--- src/rtl/switch_evt_pkg.sv ---
// rtl/switch_evt_pkg.sv - shared constants, index-width helper and event type for the switch event conditioner
package switch_evt_pkg;

    localparam int MAX_CH    = 32;
    localparam int MAX_IDX_W = $clog2(MAX_CH);

    function automatic int idx_width(input int n);
        return (n > 1) ? $clog2(n) : 1;
    endfunction

    typedef struct packed {
        logic                 valid;
        logic [MAX_IDX_W-1:0] idx;
    } evt_t;

endpackage

--- src/rtl/switch_debounce_ch.sv ---
// rtl/switch_debounce_ch.sv - one switch channel: synchroniser, debounce, press/release pulses
// Hold/auto-repeat counter is built only when SWITCH_EVT_AUTOREPEAT_EN is defined.
module switch_debounce_ch #(
    parameter int SYNC_STAGES     = 2,
    parameter int DEBOUNCE_CYCLES = 4,
    parameter int REPEAT_DELAY    = 50,
    parameter int REPEAT_PERIOD   = 10
) (
    input  logic clk,
    input  logic reset,
    input  logic sw,
    output logic level,
    output logic press,
    output logic release_pulse,
    output logic rpt
);

    localparam int               CNT_W    = $clog2(DEBOUNCE_CYCLES + 1);
    localparam logic [CNT_W-1:0] CNT_LAST = CNT_W'(DEBOUNCE_CYCLES);

    logic [SYNC_STAGES-1:0] sync_q;
    logic [CNT_W-1:0]       cnt;
    logic                   s;

    assign s = sync_q[SYNC_STAGES-1];

    always_ff @(posedge clk or posedge reset) begin
        if (reset) begin
            sync_q <= '0;
        end else begin
            sync_q <= {sync_q[SYNC_STAGES-2:0], sw};
        end
    end

    // Any cycle agreeing with the accepted level restarts the stability count.
    always_ff @(posedge clk or posedge reset) begin
        if (reset) begin
            cnt           <= '0;
            level         <= 1'b0;
            press         <= 1'b0;
            release_pulse <= 1'b0;
        end else begin
            press         <= 1'b0;
            release_pulse <= 1'b0;
            if (s == level) begin
                cnt <= '0;
            end else if (cnt + 1'b1 == CNT_LAST) begin
                cnt           <= '0;
                level         <= ~level;
                press         <= ~level;
                release_pulse <= level;
            end else begin
                cnt <= cnt + 1'b1;
            end
        end
    end

`ifdef SWITCH_EVT_AUTOREPEAT_EN
    localparam int                HOLD_MAX    = (REPEAT_DELAY > REPEAT_PERIOD) ? REPEAT_DELAY : REPEAT_PERIOD;
    localparam int                HOLD_W      = $clog2(HOLD_MAX + 1);
    localparam logic [HOLD_W-1:0] DELAY_LAST  = HOLD_W'(REPEAT_DELAY);
    localparam logic [HOLD_W-1:0] PERIOD_LAST = HOLD_W'(REPEAT_PERIOD);

    logic [HOLD_W-1:0] hold_cnt;
    logic              repeating;

    // First repeat after the initial delay, then at the shorter period while held.
    always_ff @(posedge clk or posedge reset) begin
        if (reset) begin
            hold_cnt  <= '0;
            repeating <= 1'b0;
            rpt       <= 1'b0;
        end else begin
            rpt <= 1'b0;
            if (!level) begin
                hold_cnt  <= '0;
                repeating <= 1'b0;
            end else if (hold_cnt + 1'b1 == (repeating ? PERIOD_LAST : DELAY_LAST)) begin
                hold_cnt  <= '0;
                repeating <= 1'b1;
                rpt       <= 1'b1;
            end else begin
                hold_cnt <= hold_cnt + 1'b1;
            end
        end
    end
`else
    logic unused_repeat_cfg;
    assign unused_repeat_cfg = ^{REPEAT_DELAY, REPEAT_PERIOD};
    assign rpt               = 1'b0;
`endif

endmodule

--- src/rtl/switch_event_conditioner.sv ---
// rtl/switch_event_conditioner.sv - N_CH debounced switches merged into a lowest-index-first event port
// Optional auto-repeat on held switches with SWITCH_EVT_AUTOREPEAT_EN.
module switch_event_conditioner
    import switch_evt_pkg::*;
#(
    parameter int N_CH            = 8,
    parameter int SYNC_STAGES     = 2,
    parameter int DEBOUNCE_CYCLES = 4,
    parameter int REPEAT_DELAY    = 50,
    parameter int REPEAT_PERIOD   = 10
) (
    input  logic                       clk,
    input  logic                       reset,
    input  logic [N_CH-1:0]            sw,
    output logic [N_CH-1:0]            sw_level,
    output logic [N_CH-1:0]            sw_press,
    output logic [N_CH-1:0]            sw_release,
    output logic                       evt_valid,
    output logic [idx_width(N_CH)-1:0] evt_idx,
    input  logic                       evt_ready,
    output logic                       evt_overflow
);

    localparam int IDX_W = idx_width(N_CH);

    logic [N_CH-1:0] rpt;
    logic [N_CH-1:0] pend;
    logic [N_CH-1:0] set_vec;
    logic [N_CH-1:0] clr_vec;
    evt_t            evt;

    for (genvar i = 0; i < N_CH; i++) begin : g_ch
        switch_debounce_ch #(
            .SYNC_STAGES    (SYNC_STAGES),
            .DEBOUNCE_CYCLES(DEBOUNCE_CYCLES),
            .REPEAT_DELAY   (REPEAT_DELAY),
            .REPEAT_PERIOD  (REPEAT_PERIOD)
        ) u_ch (
            .clk          (clk),
            .reset        (reset),
            .sw           (sw[i]),
            .level        (sw_level[i]),
            .press        (sw_press[i]),
            .release_pulse(sw_release[i]),
            .rpt          (rpt[i])
        );
    end

    // Descending scan so the lowest set bit is the last one written.
    always_comb begin
        evt = '0;
        for (int i = N_CH - 1; i >= 0; i--) begin
            if (pend[i]) begin
                evt.valid = 1'b1;
                evt.idx   = MAX_IDX_W'(i);
            end
        end
    end

    assign evt_valid = evt.valid;
    assign evt_idx   = IDX_W'(evt.idx);

    always_comb begin
        clr_vec = '0;
        if (evt_valid && evt_ready) begin
            clr_vec[evt_idx] = 1'b1;
        end
    end

    assign set_vec = sw_press | rpt;

    // A set on a bit being accepted in the same cycle is a fresh event, not a merge.
    always_ff @(posedge clk or posedge reset) begin
        if (reset) begin
            pend         <= '0;
            evt_overflow <= 1'b0;
        end else begin
            pend <= (pend & ~clr_vec) | set_vec;
            if (|(set_vec & pend & ~clr_vec)) begin
                evt_overflow <= 1'b1;
            end
        end
    end

endmodule

--- config.mk ---
export PLATFORM = sky130hd
export DESIGN_NAME = switch_event_conditioner
export DESIGN_NICKNAME = d
export VERILOG_FILES = /design/src/rtl/switch_evt_pkg.sv /design/src/rtl/switch_debounce_ch.sv /design/src/rtl/switch_event_conditioner.sv
export SDC_FILE = /design/constraint.sdc
export NUM_CORES = 1
export LEC_CHECK = 0
export ABC_AREA = 1
export CAP_MARGIN = 20
export CORE_MARGIN = 4
export CORE_UTILIZATION = 59
export DETAILED_ROUTE_END_ITERATION = 12
export PLACE_DENSITY = 0.91
export SYNTH_ARGS = -nofsm -noshare
export SYNTH_HDL_FRONTEND = slang
export SYNTH_SLANG_ARGS = --single-unit
--- constraint.sdc ---
create_clock -name clk -period 4 [get_ports clk]
set_input_delay 0.4 -clock clk [delete_from_list [all_inputs] [get_ports clk]]
set_output_delay 0.4 -clock clk [all_outputs]
set_load 0.02 [all_outputs]
==> results of run 1 <==
[path summary, 6_finish.rpt]
kind	endpoint	cells past startpoint
min reg2reg	g_ch[5].u_ch.sync_q[1]	0
max reg2reg	g_ch[5].u_ch.level	6
max	evt_valid	4
min	g_ch[5].u_ch.sync_q[1]	0
max in group asynchronous	g_ch[2].u_ch.cnt[2]	3
min in group asynchronous	g_ch[1].u_ch.sync_q[1]	2
[critical path: stages, from the launching register on]
cell and delay [ns]:
dfrtp_1 0.40, or2_2 0.31, nor3_1 0.24, nand4_1 0.13, clkdlybuf4s50_1 0.56
[power by group through the flow]
stage	combinational (mW)	clock [mW]	sequential (mW)
3_5_place_dp	0.787	0	1.02
2_1_floorplan	0.579	0	0.988
4_1_cts	0.791	0.500	1.01
5_1_grt	0.875	0.534	1.03
6_report	0.781	0.488	1.01
3_3_place_gp	0.751	0	1.00
[registers in the layout (all words and copies together), names as in the netlist]
register / flops
evt_overflow: 1
g_ch.u_ch.cnt: 24
g_ch.u_ch.level: 8
g_ch.u_ch.press: 8
g_ch.u_ch.release_pulse: 8
g_ch.u_ch.sync_q: 16
pend: 8
[cells by family (layout without fill, tap and decap cells)]
kind of cell / after synthesis / after routing / synth area share (%)
buffers and inverters: 67 / 97 / 11.3
XOR/XNOR: 8 / 8 / 2.22
flip-flops: 73 / 73 / 58.0
adder cells (fa/ha/maj): 17 / 17 / 6.75
AND/OR/NAND/NOR: 122 / 122 / 18.2
AO/OA/AOI/OAI: 18 / 18 / 3.50
[cell usage after synthesis]
library cell   n
nand2_1       46
ha_1          17
a211oi_1       1
nand3_4        1
inv_1         38
or2_2          9
buf_4         24
nand2_2        3
bufinv_8       1
xnor2_1        8
o21ai_0        8
nand3_1       12
a21o_1         6
nor3_2         1
a21oi_1        2
nor3b_1        2
o21bai_1       1
nand4_1        2
nor3_1        31
dfrtp_1       73
nor2_1        15
inv_2          4
[per-stage QoR]
| step | area [um2] | setup slack [ns] | utilization, % | total power, mW | cells |
|---|---|---|---|---|---|
| 2_1_floorplan | 3150 | 1.75 | - | 1.57 | 305 |
| 3_3_place_gp | 3450 | 2.04 | 67.2 | 1.75 | 391 |
| 3_5_place_dp | 3450 | 1.98 | 67.2 | 1.81 | 391 |
| 4_1_cts | 3620 | 1.62 | 70.4 | 2.30 | 405 |
| 5_1_grt | 3620 | 1.53 | 70.4 | 2.44 | 405 |
| 6_report | 3620 | 1.62 | 70.4 | 2.27 | 405 |
[cell type report]
cell class	instances	area, um2
inverters	43	175
multi-input cells	165	967
well taps	70	87.6
flip-flops and latches	73	1830
fillers	397	1520
repair buffers	40	398
clock buffers	14	163
[layer usage]
| metal | share of wire (%) | up-vias |
|---|---|---|
| li1 | - | 996 |
| met1 | 42 | 945 |
| met2 | 51 | 44 |
| met3 | 4.1 | 15 |
| met4 | 3.1 | 0 |
| met5 | 0 | - |
==> summary.md, run 1 <==
| Metric | Value |
|---|---|
| Status | `complete, no violations` |
| Worst Max-Slew Pin Slew | `0.663 ns` |
| # resized after CTS | `0` |
| First-pass GRT wire length | `8.70 mm` |
| Post-synthesis cell count | `305` |
| Slew Viols, Final | `0` |
| Unrepaired setup endpoints after global routing | `false` |
| Setup bufs post-CTS | `0` |
| Share of cells above drive strength 1 | `9.55%` |
| Vias | `2,000` |
| Synth area leader | `dfrtp_1` |
| Syn. warnings | `0` |
| DRC viols | `0` |
| Unique cell type count in the Yosys netlist | `22` |
| Synth Area per Inst | `10.3 um2` |
| Die Ht | `81.1 um` |
| Commonest non-fill, non-tap cell in the layout | `dfrtp_1` |
| FP Rows | `26` |
| Antenna Nets Post-Route | `0` |
| Gr busiest metal | `met2` |
| Worst setup SP type | `flop` |
| Core area | `5140 um2` |
| Met1 Use GR | `20.2%` |
| Hold Path Class | `flop to flop` |
| Internal power component | `1.49 mW` |
| Post-Syn Area | `3150 um2` |
| Critical Path Sink Type | `output pin` |
| H-Tree Level Count | `3` |
| Crit Path Max Fanout | `4` |
| Die Wd | `81.1 um` |
| Net Sw Frac | `34.7%` |
| Max-Cap Viols | `0` |
| Power share of the clock group | `21.4%` |
| Fin Hold WS | `0.352 ns` |
| Critical Path RT | `3.60 ns` |
| GR Util met2 | `31.2%` |
| Combinational power share | `34.3%` |
| Nets | `360` |
| Hold Crit Start | `g_ch[5].u_ch.sync_q[0]` |
| Hold Vio Cnt, Final | `0` |
| DRT Pass-1 Iters | `4` |
| Critical path type | `flop to output pin` |
| CTS Buf Count | `9` |
| Port Buffers | `39` |
| RD Place Congestion | `0.859` |
| Vias per cell | `4.94` |
| Layout area overhead | `14.9%` |
| HPWL after DPL | `3.82 mm` |
| Starting density of the core | `61.3%` |
| Vias in the first global route | `1,962` |
| Highest-count cells in the layout ignoring fill and taps | `73 x dfrtp_1, 46 x nand2_1, 39 x clkdlybuf4s50_1, 37 x inv_1, 31 x nor3_1` |
| Overall routed net length | `5.09 mm` |
| Switch Pwr | `0.788 mW` |
| Initial antenna violation count | `0` |
| Tot GR Track Use | `17.9%` |
| Clock Latency Late Sink | `0.33 ns` |
| Largest net degree at the start of global routing | `41` |
| # hold bufs at CTS | `0` |
| Setup Total Neg Slack | `0 ns` |
| Post-route minimum period | `2.38 ns` |
| Worst clock skew | `0.00395 ns` |
| # IOs | `40` |
| Clk root buf | `clkbuf_8` |
| Initial drt markers | `103` |
| Clk slew on worst S/H paths | `0.07 ns` |
| Top cell type's share of synthesized area | `58.0%` |
| Gr ovfl total | `0` |
| Slew Limit Headroom | `55.8%` |
| Top cells by area, synth | `dfrtp_1 58%, ha_1 6.8%, buf_4 5.7%` |
| Met3 usage | `3.55%` |
| Worst reg2reg path startpoint | `g_ch[5].u_ch.cnt[0]` |
| Flop-to-flop setup slack | `2.57 ns` |
| P_leak | `1.85 nW` |
| Die area | `6570 um2` |
| Num Clock Sinks | `73` |
| Final Cycle Share | `59.5%` |
| Worst endpoint data arrival time | `1.98 ns` |
| CTS Buffer Depth | `2` |
| Worst Setup SP | `pend[7]` |
| Seq cells post-synth | `73` |
| Setup Viol. Count Final | `0` |
| Peak VDD IR | `426 uV` |
| CTS tree | `done` |
| Sequential share of the synthesized area | `58.0%` |
| Flop pwr share | `44.2%` |
| F_max | `420 MHz` |
| Power per cell area | `629 nW/um2` |
| Antenna fix cells | `0` |
| Syn nets | `333` |
| Wire per inst | `12.6 um` |
Power figures use the tool's default switching activity.
==> inputs of run 2 (changes only) <==
- CORE_UTILIZATION: 59 -> 49
- PLACE_DENSITY: 0.91 -> 0.82
- clock period: 4 -> 2 ns (I/O delays scaled with it)
==> run 2 against run 1 <==
Sequential power rose by 98%; non-clock buffer count did not move; worst setup slack got worse by 1.5 ns; combinational power rose by 92%; sequential share of layout area fell by 1.2 points; clock power rose to 2.7 times the previous value; critical endpoint unchanged.
==> summary.md, run 2 (synthesis gave the netlist of run 1 again) <==
| Metric | Value |
|---|---|
| Antenna Nets Post-Route | `0` |
| Core area | `6060 um2` |
| Hold Path Class | `input pin to flop` |
| Initial antenna violation count | `0` |
| DRC viols | `0` |
| Max-Cap Viols | `0` |
| Worst Max-Slew Pin Slew | `0.373 ns` |
| WHS Endpoint | `g_ch[5].u_ch.sync_q[0]` |
| Die Wd | `88.2 um` |
| FP Rows | `28` |
| Worst clock skew | `0.00891 ns` |
| Clock Latency Late Sink | `0.34 ns` |
| Hold Crit Start | `sw[5]` |
| Worst reg2reg path startpoint | `pend[0]` |
| Hold Path Stages | `1` |
| Die Ht | `88.2 um` |
| Tot GR Track Use | `15.1%` |
| Post-route cell area | `3700 um2` |
| DRT Pass-1 Iters | `4` |
| Placed Area | `3480 um2` |
| Die area | `7770 um2` |
| P_leak | `1.89 nW` |
| Crit Path Max Fanout | `4` |
| RD Place Congestion | `0.759` |
| Power per cell area | `1300 nW/um2` |
| Num Clock Sinks | `73` |
| Initial drt markers | `54` |
| Critical Path Sink Type | `output pin` |
| Setup Viol. Count Final | `0` |
| Starting density of the core | `52.0%` |
| PnR Total Power | `4.80 mW` |
| F_max | `526 MHz` |
| Slew Viols, Final | `0` |
| Gr ovfl total | `0` |
| CTS Buffer Depth | `2` |
| Vias per cell | `4.88` |
| # IOs | `40` |
| Flop-to-flop setup slack | `0.56 ns` |
| Commonest non-fill, non-tap cell in the layout | `dfrtp_1` |
| Top reg by flops | `g_ch.u_ch.cnt` |
| Status | `complete, no violations` |
| Largest register FFs | `24` |
| Wire per inst | `11.9 um` |
| H-Tree Level Count | `3` |
| Unrepaired setup endpoints after global routing | `false` |
| Biggest regs | `g_ch.u_ch.cnt: 24 flops, g_ch.u_ch.sync_q: 16 flops` |
| Worst setup SP type | `flop` |
| Overall routed net length | `4.91 mm` |
| Worst endpoint data arrival time | `1.70 ns` |
| Highest-count cells in the layout ignoring fill and taps | `73 x dfrtp_1, 46 x nand2_1, 37 x inv_1, 35 x clkdlybuf4s50_1, 31 x nor3_1` |
| Clk slew on worst S/H paths | `0.08 ns` |
| Peak VDD IR | `948 uV` |
| Largest net degree at the start of global routing | `74` |
| CTS tree | `done` |
| Reg2reg end | `evt_overflow` |
| Vias in the first global route | `2,075` |
| Final Cycle Share | `95.1%` |
| Port Buffers | `39` |
| Share of cells above drive strength 1 | `11.0%` |
| HPWL after DPL | `3.52 mm` |
| Vias | `2,011` |
| # hold bufs at CTS | `0` |
| Critical Path RT | `1.80 ns` |
| Layout area overhead | `17.6%` |
| Critical path type | `flop to output pin` |
| Slew Limit Headroom | `75.1%` |
| First-pass GRT wire length | `8.92 mm` |
| Antenna fix cells | `0` |
| Setup bufs post-CTS | `0` |
| Setup Total Neg Slack | `0 ns` |
| CTS Buf Count | `9` |
| Nets | `360` |
| Post-route minimum period | `1.90 ns` |
| Worst Setup SP | `pend[7]` |
| Filler cells | `496` |
| Clk root buf | `clkbuf_8` |
| Hold Vio Cnt, Final | `0` |
| R2R depth | `8` |
[run 2: cell count changes in the layout (fill, tap and decap cells not counted), sizes merged]
cell           before  now
bufinv              1    3
clkbuf             14   11
clkdlybuf4s15       0    1
clkdlybuf4s50      39   35
clkinv              0    2
clkinvlp            0    2
dlygate4sd2         0    3
inv                42   41
[run 2: worst max path at each step]
stage,end,depth (start not counted)
finish,evt_valid,4
global route,evt_valid,4
CTS,evt_valid,4
detailed placement,evt_idx[1],4
global placement,evt_idx[1],4
floorplan,evt_idx[1],3
[run 2: report_power, final]
group | total (mW) | switching, mW | leakage (nW) | internal [mW]
sequential | 2.00 | 0.234 | 0.950 | 1.77
clock | 1.30 | 0.530 | 0.115 | 0.766
combinational | 1.50 | 0.867 | 0.829 | 0.634
total | 4.80 | 1.63 | 1.89 | 3.17
[run 2: per-stage QoR]
stage	util, %	worst slack [ns]	hold WS (ns)	instances
final	61.1	0.0985	0.295	412
after detailed placement	57.4	0.221	0.336	396
after global routing	61.1	0.000875	0.283	412
after global placement	57.4	0.203	0.334	396
after CTS	61.1	0.0814	0.276	412
after floorplan	-	0.617	0.231	305
[run 2: per-layer routing]
metal  part of all wire (%)  global-route usage (%)
met1                     44                    18.3
met2                     48                    24.1
met3                    5.7                    4.52
met4                    2.3                    7.97
met5                      0                       0
[run 2: timing repair]
| action | CTS | global route |
|---|---|---|
| resized for setup | 4 | 1 |
| setup endpoints to repair | 4 | 1 |
| cloned | 0 | 0 |
| hold endpoints to repair | 0 | 0 |
| pin swaps | 0 | 0 |
[run 2: layout make-up]
| class | instances | area (um2) | share of cell area (%) |
|---|---|---|---|
| tap | 75 | 93.8 | 2.53 |
| clock inverter | 5 | 77.6 | 2.10 |
| multi-input combinational | 165 | 967 | 26.1 |
| inverter | 43 | 179 | 4.83 |
| timing repair buffer | 40 | 407 | 11.0 |
| clock buffer | 11 | 151 | 4.09 |
| sequential | 73 | 1830 | 49.3 |
[run 2: critical path, stage by stage, from the launching register on]
cell and delay, ns:
dfrtp_1 0.40, or2_2 0.32, nor3_1 0.19, nand4_1 0.11, dlygate4sd2_1 0.34
==> inputs of run 3 (changes only) <==
--- a/config.mk
+++ b/config.mk
@@ -10,5 +10,5 @@
 export CORE_MARGIN = 4
-export CORE_UTILIZATION = 49
+export CORE_UTILIZATION = 38
 export DETAILED_ROUTE_END_ITERATION = 12
-export PLACE_DENSITY = 0.82
+export PLACE_DENSITY = 0.68
 export SYNTH_ARGS = -nofsm -noshare
==> constraint.sdc (replaced) <==
create_clock -name clk -period 2 [get_ports clk]
set_input_delay 0.6 -clock clk [delete_from_list [all_inputs] [get_ports clk]]
set_output_delay 0.6 -clock clk [all_outputs]
set_load 0.02 [all_outputs]
==> run 3 against run 2 <==
The run now ends with negative setup slack left; clock-buffer cell count unchanged; hold slack better by 0.053 ns; wire length increased by 3.5%; non-clock buffer count grew 20; register-to-register slack worse by 0.13 ns; worst setup slack worse by 0.13 ns; total power rose by 9.5%; critical endpoint unchanged; largest cell class unchanged.
==> summary.md, run 3 (synthesis gave the netlist of run 1 again) <==
| Metric | Value |
|---|---|
| PnR Total Power | `5.25 mW` |
| Die Wd | `99.0 um` |
| Vias | `2,068` |
| Worst clock skew | `0.00738 ns` |
| RD Place Congestion | `0.769` |
| Nets | `380` |
| Num Clock Sinks | `73` |
| H-Tree Level Count | `3` |
| P_leak | `2.10 nW` |
| Antenna Nets Post-Route | `0` |
| Wire per inst | `11.1 um` |
| Peak VDD IR | `427 uV` |
| Hold Path Class | `flop to flop` |
| Highest-count cells in the layout ignoring fill and taps | `73 x dfrtp_1, 44 x nand2_1, 37 x inv_1, 30 x nor3_1` |
| Clk slew on worst S/H paths | `0.07 ns` |
| Crit Path Max Fanout | `2` |
| Max-Cap Viols | `0` |
| Worst endpoint data arrival time | `1.43 ns` |
| Flop-to-flop setup slack | `0.43 ns` |
| Critical Path RT | `1.40 ns` |
| Overall routed net length | `5.09 mm` |
| Slew Viols, Final | `0` |
| Clk root buf | `clkbuf_8` |
| DRC viols | `0` |
| Die area | `9810 um2` |
| Post-route minimum period | `2.03 ns` |
| # IOs | `40` |
| Critical Path Sink Type | `output pin` |
| Unrepaired setup endpoints after global routing | `true` |
| Vias in the first global route | `2,023` |
| First-pass GRT wire length | `9.01 mm` |
| Biggest regs | `g_ch.u_ch.cnt: 24 flops, g_ch.u_ch.sync_q: 16 flops` |
| HPWL after DPL | `3.70 mm` |
| Failing checks | `negative setup slack` |
| F_max | `493 MHz` |
| Tot GR Track Use | `11.6%` |
| Top reg by flops | `g_ch.u_ch.cnt` |
| Setup Viol. Count Final | `1` |
| CTS Buffer Depth | `2` |
| Worst Max-Slew Pin Slew | `0.398 ns` |
| Post-route cell area | `3920 um2` |
| Core area | `7890 um2` |
| Largest net degree at the start of global routing | `42` |
| Status | `complete, but fails checks` |
| Hold Vio Cnt, Final | `0` |
| Final Cycle Share | `101%` |
| Antenna fix cells | `0` |
| Port Buffers | `39` |
| Share of cells above drive strength 1 | `18.2%` |
| DRT Pass-1 Iters | `4` |
| Power per cell area | `1340 nW/um2` |
| Initial drt markers | `51` |
| Initial antenna violation count | `0` |
| Layout area overhead | `24.5%` |
| Critical path type | `flop to output pin` |
| Clock Latency Late Sink | `0.34 ns` |
| Die Ht | `99.0 um` |
| Filler cells | `721` |
| Gr ovfl total | `0` |
| Vias per cell | `4.51` |
| CTS Buf Count | `9` |
| FP Rows | `32` |
| Placed Area | `3620 um2` |
| Worst setup SP type | `flop` |
| Worst setup margin | `-0.0270 ns` |
| Commonest non-fill, non-tap cell in the layout | `dfrtp_1` |
| Largest register FFs | `24` |
| Slew Limit Headroom | `73.5%` |
| CTS tree | `done` |
| Starting density of the core | `39.9%` |
run 3: cell count changes in the layout (fill, tap and decap cells not counted), moves of 2 or more:
cell,previous run,this run
clkdlybuf4s50_1,35,20
dlygate4sd2_1,3,11
nand2_1,46,44
dlymetal6s2s_1,0,4
buf_2,0,2
buf_6,0,2
nand2_2,3,5
buf_4,0,20
run 3: stage by stage:
step | instances | utilization (%) | setup TNS, ns | worst slack [ns] | hold slack, ns
final | 459 | 49.7 | -0.0270 | -0.0270 | 0.349
after global routing | 459 | 49.7 | -0.228 | -0.100 | 0.357
after CTS | 457 | 49.3 | -0.0529 | -0.0276 | 0.352
after detailed placement | 437 | 45.8 | -0.426 | -0.180 | 0.336
after global placement | 437 | 45.8 | -0.222 | -0.113 | 0.334
after floorplan | 305 | - | 0 | 0.217 | 0.331
run 3: report_power, final:
group / total [mW] / internal [mW] / switching [mW]
Clock: 1.38 / 0.861 / 0.515
Sequential: 1.99 / 1.77 / 0.219
Combinational: 1.89 / 0.915 / 0.977
Total: 5.25 / 3.54 / 1.71
run 3: final timing paths:
check,from,to,cells past startpoint
min in group asynchronous,reset,g_ch[0].u_ch.cnt[2],3
setup / recovery,pend[7],evt_valid,4
setup reg to reg,pend[7],evt_overflow,15
hold reg to reg,g_ch[2].u_ch.sync_q[0],g_ch[2].u_ch.sync_q[1],0
hold / removal,g_ch[2].u_ch.sync_q[0],g_ch[2].u_ch.sync_q[1],0
max in group asynchronous,reset,g_ch[4].u_ch.press,3
run 3: metal layers:
metal  up-vias  track usage [%]  part of all wire [%]
met5         -                0                     0
met4         0             5.04                   1.5
met3         8             5.10                   6.8
met2        39             17.7                    46
met1       982             14.4                    46
li1       1039                -                     -
run 3: layout make-up:
| cell class | count | area (um2) | share of cell area (%) |
|---|---|---|---|
| flip-flops and latches | 73 | 1830 | 46.6 |
| inverters | 43 | 179 | 4.56 |
| well taps | 102 | 128 | 3.26 |
| clock buffers | 11 | 141 | 3.61 |
| multi-input cells | 165 | 993 | 25.3 |
| clock inverters | 5 | 103 | 2.62 |
| repair buffers | 60 | 549 | 14.0 |
run 3: critical path, stage by stage (launching register included):
cell and delay [ns]:
dfrtp_1 0.39, or2_4 0.28, nor3_4 0.14, nand4_1 0.10
buf_2 0.17
run 3: timing repair:
| item | CTS | global route |
|---|---|---|
| hold buffers | 0 | 0 |
| gates resized for setup | 36 | 7 |
| setup buffers | 4 | 2 |
| gates cloned | 0 | 0 |
| setup endpoints to repair | 15 | 8 |
| pin swaps | 5 | 5 |
